### config.mk
export PLATFORM = sky130hd
export DESIGN_NAME = sipo_deser_flat
export DESIGN_NICKNAME = d
export VERILOG_FILES = /design/src/rtl/sipo_deser_pkg.sv /design/src/rtl/sipo_deser_if.sv /design/src/rtl/sipo_out_reg.sv /design/src/rtl/sipo_deser.sv /design/src/flat_wrapper.sv
export SDC_FILE = /design/constraint.sdc
export NUM_CORES = 1
export LEC_CHECK = 0
export BUFFER_PORTS_ARGS = -buffer_cell sky130_fd_sc_hd__buf_2
export CORE_MARGIN = 2
export CORE_UTILIZATION = 55
export CTS_CLUSTER_SIZE = 16
export DETAILED_ROUTE_END_ITERATION = 8
export PLACE_DENSITY = 0.77
export SLEW_MARGIN = 5
export SYNTH_ARGS = -nofsm -noshare
export SYNTH_HDL_FRONTEND = slang
export SYNTH_SLANG_ARGS = --single-unit
### constraint.sdc
create_clock -name clk -period 2.1 [get_ports clk]
set_input_delay 0.42 -clock clk [delete_from_list [all_inputs] [get_ports clk]]
set_output_delay 0.42 -clock clk [all_outputs]
set_load 0.02 [all_outputs]
### src/rtl/sipo_deser_pkg.sv
// Shared types and limits for the sipo_deser serial-to-parallel deserializer.
package sipo_deser_pkg;

  // Widest word the deserializer supports.
  localparam int unsigned MAX_WIDTH = 32;

  // S_PAR is reachable only when PARITY_CHECK_EN is defined.
  typedef enum logic [1:0] {
    S_IDLE,
    S_SHIFT,
    S_PAR
  } state_t;

endpackage

### src/rtl/sipo_deser_if.sv
// Serial input / parallel output bundle for sipo_deser.
// master drives the serial side and consumes words; slave is the deserializer.
interface sipo_deser_if #(
  parameter int unsigned WIDTH = 8
);
  logic             sdi;
  logic             sdi_vld;
  logic             clear;
  logic [WIDTH-1:0] pdo;
  logic             pdo_vld;
  logic             pdo_rdy;
  logic             ovr;
  logic             par_err;

  modport master (
    output sdi, sdi_vld, clear, pdo_rdy,
    input  pdo, pdo_vld, ovr, par_err
  );

  modport slave (
    input  sdi, sdi_vld, clear, pdo_rdy,
    output pdo, pdo_vld, ovr, par_err
  );
endinterface

### src/rtl/sipo_out_reg.sv
// One-entry valid/ready holding register for completed words.
// A load into an occupied, unconsumed slot is dropped and reported on drop.
module sipo_out_reg #(
  parameter int unsigned WIDTH = 8
) (
  input  logic             clk,
  input  logic             rst,
  input  logic             load,
  input  logic [WIDTH-1:0] word,
  input  logic             rdy,
  output logic [WIDTH-1:0] pdo,
  output logic             pdo_vld,
  output logic             drop
);
  logic [WIDTH-1:0] pdo_d, pdo_q;
  logic             vld_d, vld_q;
  logic             free;

  // Slot is free when empty or being drained this cycle.
  assign free = !vld_q || rdy;
  assign drop = load && !free;

  // Next-state: load replaces (even on a same-cycle consume), else a transfer empties the slot.
  always_comb begin
    pdo_d = pdo_q;
    vld_d = vld_q;
    if (load && free) begin
      pdo_d = word;
      vld_d = 1'b1;
    end else if (vld_q && rdy) begin
      vld_d = 1'b0;
    end
  end

  // Holding register state.
  always_ff @(posedge clk or negedge rst) begin
    if (!rst) begin
      pdo_q <= '0;
      vld_q <= 1'b0;
    end else begin
      pdo_q <= pdo_d;
      vld_q <= vld_d;
    end
  end

  assign pdo     = pdo_q;
  assign pdo_vld = vld_q;
endmodule

### src/rtl/sipo_deser.sv
// Serial-in/parallel-out deserializer: assembles WIDTH-bit words LSB first and hands
// them to a one-entry valid/ready output register, flagging overrun on a dropped word.
// Optional build macro PARITY_CHECK_EN: an even-parity bit follows each word.
module sipo_deser
  import sipo_deser_pkg::*;
#(
  parameter int unsigned WIDTH = 8
) (
  input logic         clk,
  input logic         rst,
  sipo_deser_if.slave bus
);
  localparam int unsigned      CNT_W    = $clog2(WIDTH + 1);
  localparam logic [CNT_W-1:0] LAST_BIT = CNT_W'(WIDTH - 1);

  if (WIDTH < 2 || WIDTH > MAX_WIDTH) begin : gen_width_err
    $error("sipo_deser: WIDTH out of range");
  end

  state_t           state_d, state_q;
  logic [CNT_W-1:0] cnt_d, cnt_q;
  logic [WIDTH-1:0] shreg_d, shreg_q;
  logic [WIDTH-1:0] load_word;
  logic             load;
  logic             drop;
  logic             ovr_d, ovr_q;
`ifdef PARITY_CHECK_EN
  logic             par_err_d, par_err_q;
`endif

  // FSM next-state, bit capture and word-complete decode.
  always_comb begin
    state_d   = state_q;
    cnt_d     = cnt_q;
    shreg_d   = shreg_q;
    load      = 1'b0;
    load_word = shreg_q;
`ifdef PARITY_CHECK_EN
    par_err_d = 1'b0;
`endif
    if (bus.clear) begin
      // Abort wins over a coincident strobe; the output slot is left alone.
      state_d = S_IDLE;
      cnt_d   = '0;
    end else if (bus.sdi_vld) begin
      case (state_q)
        S_IDLE: begin
          shreg_d[0] = bus.sdi;
          cnt_d      = CNT_W'(1);
          state_d    = S_SHIFT;
        end
        S_SHIFT: begin
          for (int i = 0; i < WIDTH; i++) begin
            if (cnt_q == CNT_W'(i)) shreg_d[i] = bus.sdi;
          end
          if (cnt_q == LAST_BIT) begin
            cnt_d = '0;
`ifdef PARITY_CHECK_EN
            state_d = S_PAR;
`else
            load      = 1'b1;
            load_word = shreg_d;
            state_d   = S_IDLE;
`endif
          end else begin
            cnt_d = cnt_q + CNT_W'(1);
          end
        end
`ifdef PARITY_CHECK_EN
        S_PAR: begin
          // Even parity: word plus parity bit must XOR to zero.
          if (^{shreg_q, bus.sdi}) par_err_d = 1'b1;
          else                     load      = 1'b1;
          cnt_d   = '0;
          state_d = S_IDLE;
        end
`endif
        default: begin
          cnt_d   = '0;
          state_d = S_IDLE;
        end
      endcase
    end
  end

  // Sticky overrun: set by a dropped word, cleared only by clear or reset.
  always_comb begin
    ovr_d = bus.clear ? 1'b0 : (ovr_q || drop);
  end

  // Deserializer state registers.
  always_ff @(posedge clk or negedge rst) begin
    if (!rst) begin
      state_q <= S_IDLE;
      cnt_q   <= '0;
      shreg_q <= '0;
      ovr_q   <= 1'b0;
    end else begin
      state_q <= state_d;
      cnt_q   <= cnt_d;
      shreg_q <= shreg_d;
      ovr_q   <= ovr_d;
    end
  end

`ifdef PARITY_CHECK_EN
  // One-cycle parity error pulse.
  always_ff @(posedge clk or negedge rst) begin
    if (!rst) par_err_q <= 1'b0;
    else      par_err_q <= par_err_d;
  end
  assign bus.par_err = par_err_q;
`else
  assign bus.par_err = 1'b0;
`endif

  assign bus.ovr = ovr_q;

  sipo_out_reg #(
    .WIDTH (WIDTH)
  ) u_out_reg (
    .clk     (clk),
    .rst     (rst),
    .load    (load),
    .word    (load_word),
    .rdy     (bus.pdo_rdy),
    .pdo     (bus.pdo),
    .pdo_vld (bus.pdo_vld),
    .drop    (drop)
  );
endmodule

### src/flat_wrapper.sv
// flat-port wrapper written by rule: the top's interface ports become plain ports
module sipo_deser_flat import sipo_deser_pkg::*;
#(
  parameter int unsigned WIDTH = 8
)
  (clk, rst, bus_sdi, bus_sdi_vld, bus_clear, bus_pdo_rdy, bus_pdo, bus_pdo_vld, bus_ovr, bus_par_err);
  sipo_deser_if #(.WIDTH(WIDTH)) bus_i ();
  input logic clk;
  input logic rst;
  input wire logic [$bits(bus_i.sdi)-1:0] bus_sdi;
  input wire logic [$bits(bus_i.sdi_vld)-1:0] bus_sdi_vld;
  input wire logic [$bits(bus_i.clear)-1:0] bus_clear;
  input wire logic [$bits(bus_i.pdo_rdy)-1:0] bus_pdo_rdy;
  output wire logic [$bits(bus_i.pdo)-1:0] bus_pdo;
  output wire logic [$bits(bus_i.pdo_vld)-1:0] bus_pdo_vld;
  output wire logic [$bits(bus_i.ovr)-1:0] bus_ovr;
  output wire logic [$bits(bus_i.par_err)-1:0] bus_par_err;
  assign bus_i.sdi = bus_sdi;
  assign bus_i.sdi_vld = bus_sdi_vld;
  assign bus_i.clear = bus_clear;
  assign bus_i.pdo_rdy = bus_pdo_rdy;
  assign bus_pdo = bus_i.pdo;
  assign bus_pdo_vld = bus_i.pdo_vld;
  assign bus_ovr = bus_i.ovr;
  assign bus_par_err = bus_i.par_err;
  sipo_deser #(.WIDTH(WIDTH)) u_core (.clk(clk), .rst(rst), .bus(bus_i));
endmodule
# Word level (Yosys, flattened, before mapping)
# Cells that the tools add are included.
[totals]
out_inout_bits = 11
reg_bits = 24
input_bits = 6
word_cells = 61
[classes]
n_eq_ne = 9
mux = 28
bitwise_logic = 1
n_reduce_logical = 15
add_sub_neg = 1
[op_table]
columns = ["cell", "n"]
rows = [
  ["$mux 8", 4],
  ["$eq 4x3->1 const B", 4],
  ["$mux 1", 15],
  ["$mux 4", 3],
  ["$eq 4x2->1 const B", 2],
  ["$pmux 4 s2", 1],
  ["$mux 2", 3],
  ["$reduce_and 3->1", 2],
  ["$reduce_bool 2->1", 3],
  ["$add 4x1->4 const B", 1],
  ["$eq 4x1->1 const B", 1],
  ["$logic_not 4->1", 1],
  ["$pmux 2 s2", 1],
  ["$logic_and 1x1->1", 3],
  ["$ne 3x2->1 const B", 1],
  ["$eq 2x1->1 const B", 1],
  ["$logic_not 1->1", 2],
  ["$logic_not 2->1", 1],
  ["$logic_or 1x1->1", 2],
  ["$pmux 1 s2", 1],
  ["$reduce_and 2->1", 1],
  ["$not 1->1", 1],
]

# Longest topological paths before layout
# Gate-level depths: netlist of run 1.
[logic_depth]
word_depth = 8
mapped_depth = 5
depth_no_buf = 5

# Cells and area by module
# A second synthesis of run 1 with hierarchy kept.
[hier_totals]
cells_unflattened = 104
area_unflattened_um2 = 1233.7
[by_module_without_submodules]
columns = ["mod", "cells_each", "n_inst", "seq_area_each_um2", "area_each_um2"]
rows = [
  ["sipo_deser", 82, 1, 350.3, 852.1],
  ["sipo_out_reg", 22, 1, 225.2, 381.6],
]

# Least setup slack after synthesis of run 1
# OpenSTA, ideal clock, no wires.
[synth_path]
kind = "reg-to-reg"
start = "register u_core.cnt_q[0]"
end = "register u_core.u_out_reg.pdo_q[0] (netlist: u_core.u_out_reg.pdo[0])"
stages_incl_launch_ff = 6
setup_time_ns = 0.127
arrival_time_ns = 1.503
path_buffers = 0
slack_ns = 0.469
required_time_ns = 1.973
synth_period_minus_slack_ns = 1.631
path_cell_list = "dfrtp_1 -> inv_1 -> ha_1 -> nor3b_1 -> mux2_2 -> mux2_1"
[synth_between]
elab_chain_cells = 6
word_cells_on_any_way = 12
cone_classes = "eq/ne (1); mux (9); reduce/logical (2)"
[synth_lines]
columns = ["item", "line_no", "rtl"]
rows = [
  ["start, declared", "sipo_deser.sv:21", "logic [CNT_W-1:0] cnt_d, cnt_q;"],
  ["start signal, assigned", "sipo_deser.sv:100", "cnt_q <= cnt_d;"],
  ["$logic_not 4->1 or $eq 4x3->1 (tied branches)", "sipo_deser.sv:54, sipo_deser.sv:56", ""],
  ["$mux 1 (on tied branches)", "sipo_deser.sv:54, sipo_deser.sv:56", ""],
  ["$mux 8 or $mux 1 (tied branches)", "sipo_deser.sv:56, sipo_deser.sv:46", ""],
  ["$mux 8 or $mux 1 (tied branches)", "sipo_deser.sv:46, sipo_deser.sv:45", ""],
  ["$mux 8 or $mux 1 (tied branches)", "sipo_deser.sv:45, sipo_deser.sv:41", ""],
  ["$mux 8 or $logic_and 1x1->1 (tied branches)", "sipo_deser.sv:41, sipo_out_reg.sv:27", ""],
  ["end signal, assigned", "sipo_out_reg.sv:41", "pdo_q <= pdo_d;"],
  ["end, declared", "sipo_out_reg.sv:15", "logic [WIDTH-1:0] pdo_d, pdo_q;"],
]
# Parallel ways exist; a longest one is shown, timed or not.
# A chain may end at the register's enable or synchronous reset.

# Worst setup path in the final report of run 1
# Same ends and word-level chain as after synthesis.

==> results of run 1 <==
cells in the final DEF, fill, tap and decap left out, types with 2 or more instances in the layout:
cell type / instances
nand2b_1: 2
mux2_1: 2
o21ai_0: 7
inv_1: 10
nand3b_1: 4
nor3b_1: 3
mux2_2: 3
a211oi_1: 2
buf_4: 2
nor2b_1: 3
dfrtp_1: 22
buf_2: 15
nor3b_2: 2
a21oi_1: 4
mux2i_1: 10
clkbuf_4: 3
ha_1: 4
nand2_1: 11
mux2_4: 2
flip-flops by register name, summed over array words and instances, names as in the netlist:
signal and cells:
u_core.cnt_q 4, u_core.state_q 1, u_core.u_out_reg.pdo 8, u_core.shreg_q 7, u_core.u_out_reg.pdo_vld 1, u_core.bus.ovr 1
layer usage:
metal / global-route usage (%) / wire [um] / vias up
li1: - / - / 385
met1: 25.60 / 971 / 392
met2: 30.22 / 969 / 12
met3: 3.636 / 59 / 2
met4: 5.556 / 24 / 0
met5: 0 / 0 / -
power by group through the flow:
stage          clock, mW  combinational [mW]  sequential (mW)
2_1_floorplan          0              0.0494            0.456
3_3_place_gp           0              0.0695            0.457
3_5_place_dp           0              0.0734            0.458
4_1_cts            0.243              0.0736            0.450
5_1_grt            0.262              0.0805            0.452
6_report           0.236              0.0725            0.450
path summary, 6_finish.rpt:
check                                                           end  cells past startpoint  slack (ns)
worst max-delay path            u_core.u_out_reg.pdo[0]$_DFFE_PN0P_                      5        0.33
worst min-delay path                  u_core.state_q[0]$_DFFE_PN0P_                      1        0.05
worst max register to register  u_core.u_out_reg.pdo[0]$_DFFE_PN0P_                      5        0.33
worst min register to register  u_core.u_out_reg.pdo[7]$_DFFE_PN0P_                      1        0.49
max in group asynchronous             u_core.shreg_q[5]$_DFFE_PN0P_                      1        1.72
min in group clk                        u_core.cnt_q[3]$_DFFE_PN0P_                      2        0.35
per-stage QoR:
stage	hold slack, ns	util, %	cell area (um2)
after global placement	0.4038	62.50	1239
after global routing	0.08122	64.33	1275
final	0.05397	64.33	1275
after detailed placement	0.4152	62.50	1239
after CTS	0.06100	64.33	1275
after floorplan	0.1244	-	1157
cells by family after synthesis:
kind of cell	share of synthesized area, %
other cells	0.3240
mux	16.11
simple gates	17.41
buf+inv	6.919
fa+ha+maj	4.324
flops	47.57
compound gates	7.351
area by class of cell:
class	count	area share (%)
sequential	22	43.18
multi-input combinational	68	41.32
timing repair buffer	17	7.066
inverter	10	2.944
clock buffer	4	2.846
tap	27	2.650
==> flow_summary.ini, run 1 <==
[pwr]
switchingPower_uw = 178.9
intPower_uw = 578.8
p_clk_share_pct = 31.1
p_per_area_nw_per_um2 = 594.3
finalPower_uw = 757.7
ir_drop_mv = 0.5244
power.leakage_nw = 0.6444
combPwrFrac_pct = 9.6
p_seq_share_pct = 59.3
switching_share_pct = 23.61

[synth]
synthArstFlopShare_pct = 100.0
synth_top_area_cell = dfrtp_1
synth_top_cell_area_share_pct = 47.57
synth.avg_cell_area_um2 = 10.92
ys_types = 29
synth.top_cells.by_area = dfrtp_1 48%, mux2i_1 8.6%, ha_1 4.3%
synth_nets = 116
yosys-top-cells-count = 22 x dfrtp_1, 11 x nand2_1, 10 x inv_1, 10 x mux2i_1, 7 x o21ai_0
yosysMostFrequentCell = dfrtp_1
syn_area_um2 = 1157
synth_warnings = 0
synth_edf_count = 0
syn_inst = 106
ys.flop_type = dfrtp_1
yosysSeqAreaShare_pct = 47.57
synth_seq_cells = 22

[cts]
cts_buffers = 3
clock_path_buffers = 2
cts_setup_buffers = 0
tritoncts = done
ctsResizeCount = 0
cts_root_buf = clkbuf_4
clock_latency_ns = 0.31
cts_hold_buffers = 0
h-tree-depth = 1
clkSinkCount = 22
clkTransAtPathRegs_ns = 0.12

[sta]
period_needed_ns = 1.772
fin_tns_setup_ns = 0
rsz0062_at_grt = false
skew_ns = 0.0005997
setup_violations = 0
fmaxAchievable_mhz = 564.2
layout_setup_ws_ns = 0.3275
finalCritPeriodShare_pct = 84.40
final_max_slew_viol_count = 0
hold_viol_final = 0

[detailed_routing]
first_iter_violations = 20
drtAntennaViolNets = 0
wl_per_cell_um = 13.68
routed_via_density = 5.345
routed-via-count = 791
wirelength_mm = 2.025
first_pass_iters = 4
drc = 0

[grt]
grt_usage_pct = 18.73
antenna_found_initial = 0
grt_pass1_vias = 754
grt_pass1_wl_mm = 3.477
grt_overflow = 0
grt_max_degree = 23

[final_layout]
multiInputGateArea_um2 = 526.8
area_delta_synth_final_pct = 10.16
regArea_um2 = 550.5
stdcell_count = 148
nets = 132
diodes = 0
drive_gt1_share_pct = 23.97
fillCellCount = 160

[worst_setup_path]
crit_type = reg2reg
critPathTopFamily = multiplexers
cp-startpoint = u_core.cnt_q[0]$_DFFE_PN0P_
slowest_stage = dfrtp_1
cp_max_fo = 4
critPathCaptureType = flip-flop
critical_path.max_stage_delay_ns = 0.43
crit_required_ns = 2.30
path_cells = inv_1 -> ha_1 -> nor3b_1 -> mux2_2 -> mux2_1
path_buf_inv = 1
worstPathArrival_ns = 1.98
timing.rr.start = u_core.cnt_q[0]$_DFFE_PN0P_
startpoint_type = flip-flop

[placed_design]
dp_worst_setup_slack_ns = 0.3421
place.gp.congestion = 0.8952
dp.cells = 144
port_buffers = 15
hpwl_mm = 1.474

[floorplan]
die_h_um = 49.87
rows = 16
pin_count = 17
core_um2 = 1982
die-area_um2 = 2487
start_util_pct = 58.40
die_w_um = 49.87

[hold_path]
hold_path_class = in2async

[job]
drv_cap = 0

[status]
outcome = completed
Power figures use the tool's default switching activity.
==> run 2, diff against run 1 <==
--- a/config.mk
+++ b/config.mk
@@ -5,6 +5,7 @@
 export SDC_FILE = /design/constraint.sdc
 export NUM_CORES = 1
 export LEC_CHECK = 0
+export ABC_AREA = 1
 export BUFFER_PORTS_ARGS = -buffer_cell sky130_fd_sc_hd__buf_2
 export CORE_MARGIN = 2
 export CORE_UTILIZATION = 55
==> constraint.sdc (replaced) <==
create_clock -name clk -period 1.8 [get_ports clk]
set_input_delay 0.36 -clock clk [delete_from_list [all_inputs] [get_ports clk]]
set_output_delay 0.36 -clock clk [all_outputs]
set_load 0.02 [all_outputs]
==> run 2 against run 1 <==
Effect of this change:
- the flow now finishes with violations (hold timing)
- critical path depth is 1 higher
- sequential power increased by 20%
- clock power rose by 62%
- hold slack lost 0.074 ns
- core utilization increased by 1.6 points
- clock-buffer cell count decreased by 1
- global-route usage is 1.2 points higher
- die area down 0.68%
- highest routed layer unchanged
==> flow_summary.ini, run 2 <==
[synth]
synth_top_cell_area_share_pct = 47.93
synth_fa_ha_area_share_pct = 4.357
syn_area_um2 = 1149
yosys.area_share.simple_pct = 36.27
synthArstFlopShare_pct = 100.0
synth_nets = 150
yosysMostFrequentCell = nand2_1
synth_top_area_cell = dfrtp_1
synth.area.mux_share_pct = 0
synth-compound-area-share_pct = 5.773
synth_warnings = 0
synth.top_cells.by_area = dfrtp_1 48%, nand2_1 18%, nand3_1 9.2%
synth_top_family_by_area = simple AND/OR/NAND/NOR gates
synth.avg_cell_area_um2 = 8.204
ys_types = 21
syn_inst = 140
synth_xor_area_share_pct = 0
synth_edf_count = 0
synth_seq_cells = 22
yosys-top-cells-count = 54 x nand2_1, 22 x dfrtp_1, 21 x nand3_1
yosysSeqAreaShare_pct = 47.93
ys.flop_type = dfrtp_1

[cts]
cts_hold_buffers = 0
clock_latency_ns = 0.31
tritoncts = done
clkTransAtPathRegs_ns = 0.13
clkSinkCount = 22
cts_setup_buffers = 0
cts_buffers = 3
clock_path_buffers = 2
cts_root_buf = clkbuf_4
ctsResizeCount = 0
h-tree-depth = 1

[final_layout]
final_common_cell = nand2_1
stdcell_count = 183
final_area_um2 = 1294
area_delta_synth_final_pct = 12.64
nets = 167
drive_gt1_share_pct = 16.67
largest_reg_flops = 8
diodes = 0
final_cell_mix = 54 x nand2_1, 22 x dfrtp_1, 21 x nand3_1

[worst_setup_path]
startpoint_type = flip-flop
reg2reg_depth = 6
critPathCaptureType = flip-flop
timing.rr.start = u_core.cnt_q[0]$_DFFE_PN0P_
r2r-end = u_core.u_out_reg.pdo[5]$_DFFE_PN0P_
cp_max_fo = 10
crit_required_ns = 2.01
worstPathArrival_ns = 1.64
r2r_slack_ns = 0.37
crit_type = reg2reg

[floorplan]
die_w_um = 49.70
start_util_pct = 58.55
die-area_um2 = 2470
die_h_um = 49.70
core_um2 = 1962
rows = 16
pin_count = 17

[detailed_routing]
first_iter_violations = 45
top_layer = met4
met2_length_mm = 1.066
drtAntennaViolNets = 0
first_pass_iters = 4
routed-via-count = 955
drc = 0
routed_via_density = 5.219
wirelength_mm = 2.225
wl_met1_um = 982
wl_per_cell_um = 12.16
wl_met3_um = 146

[sta]
hold_viol_final = 22
final_max_slew_viol_count = 0
fmaxAchievable_mhz = 697.4
setup_violations = 0
hold_ws_ns = -0.01961
finalCritPeriodShare_pct = 79.67
skew_ns = 0.006243
rsz0062_at_grt = false
period_needed_ns = 1.434
fin_tns_setup_ns = 0

[pwr]
p_per_area_nw_per_um2 = 779.5
power.leakage_nw = 0.7466
ir_drop_mv = 0.4746

[job]
drv_cap = 0

[grt]
grt_usage_pct = 19.91
antenna_found_initial = 0
grt_overflow = 0
grt_pass1_wl_mm = 3.746
grt_pass1_vias = 823
grt_max_degree = 23

[hold_path]
hold_path_class = in2async

[placed_design]
dp.cells = 179
port_buffers = 15
place.gp.congestion = 0.9363
dpl_cell_area_um2 = 1241
hpwl_mm = 1.615

[status]
outcome = complete, but fails checks
violations = hold timing
## run 2: cell types whose count changed in the layout (fill, tap and decap cells not counted), moves of 3 or more
cell,change
nand2_1,+43
nand3_1,+20
mux2i_1,-10
nand4_1,+5
nand3b_1,-4
mux2_2,-3
nor2b_1,-3
nor3b_1,-3
o21ai_0,-3
## run 2: critical path, stage by stage, from the launching register on
cell	delay (ns)
dfrtp_1	0.46
ha_1	0.28
nand3_4	0.14
nor2_8	0.21
nand2_4	0.10
nand2_1	0.08
nand2_1	0.05
## run 2: worst max-delay path by stage
stage	from	endpoint	slack, ns	cells after the start
2_1_floorplan	u_core.cnt_q[0]$_DFFE_PN0P_	u_core.u_out_reg.pdo[4]$_DFFE_PN0P_	0.53	6
3_3_place_gp	u_core.cnt_q[0]$_DFFE_PN0P_	u_core.u_out_reg.pdo[3]$_DFFE_PN0P_	0.46	6
3_5_place_dp	u_core.cnt_q[0]$_DFFE_PN0P_	u_core.u_out_reg.pdo[7]$_DFFE_PN0P_	0.40	6
4_1_cts	u_core.cnt_q[0]$_DFFE_PN0P_	u_core.u_out_reg.pdo[7]$_DFFE_PN0P_	0.38	6
5_1_grt	u_core.cnt_q[2]$_DFFE_PN0P_	u_core.shreg_q[0]$_DFFE_PN0P_	0.23	6
6_report	u_core.cnt_q[0]$_DFFE_PN0P_	u_core.u_out_reg.pdo[5]$_DFFE_PN0P_	0.37	6
## run 2: per-stage QoR
| stage | utilization (%) | power (mW) | setup slack (ns) | hold WS (ns) |
|---|---|---|---|---|
| 3_5_place_dp | 63.27 | 0.6351 | 0.3957 | 0.3517 |
| 4_1_cts | 65.94 | 1.013 | 0.3755 | 0.004431 |
| 5_1_grt | 65.94 | 1.051 | 0.2283 | 0.01487 |
| 3_3_place_gp | 63.27 | 0.6311 | 0.4625 | 0.3352 |
| 2_1_floorplan | - | 0.6006 | 0.5322 | 0.06441 |
| 6_report | 65.94 | 1.008 | 0.3660 | -0.01961 |
## run 2: cell type report
type | instances | area [um2]
timing repair buffer | 15 | 75.07
multi-input combinational | 103 | 536.8
clock inverter | 1 | 30.03
inverter | 12 | 45.04
clock buffer | 3 | 22.52
fill | 167 | 668.1
sequential | 22 | 550.5
tap | 27 | 33.78
## run 2: logic make-up (layout without fill, tap and decap cells)
group | after synthesis | count (layout)
simple gates | 87 | 87
buf+inv | 15 | 31
compound gates | 11 | 11
fa+ha+maj | 4 | 4
flops | 22 | 22
other cells | 1 | 1
## run 2: power by group
part | switching, mW | internal (mW) | leakage, nW
combinational | 0.0551 | 0.0322 | 0.417
clock | 0.157 | 0.225 | 0.0279
sequential | 0.0224 | 0.516 | 0.301
total | 0.235 | 0.774 | 0.747
## run 2: routing by layer
metal | vias to the layer above | track usage [%]
met1 | 431 | 27.58
li1 | 483 | -
met2 | 37 | 31.33
met3 | 4 | 2.727
met5 | - | 0
met4 | 0 | 8.333
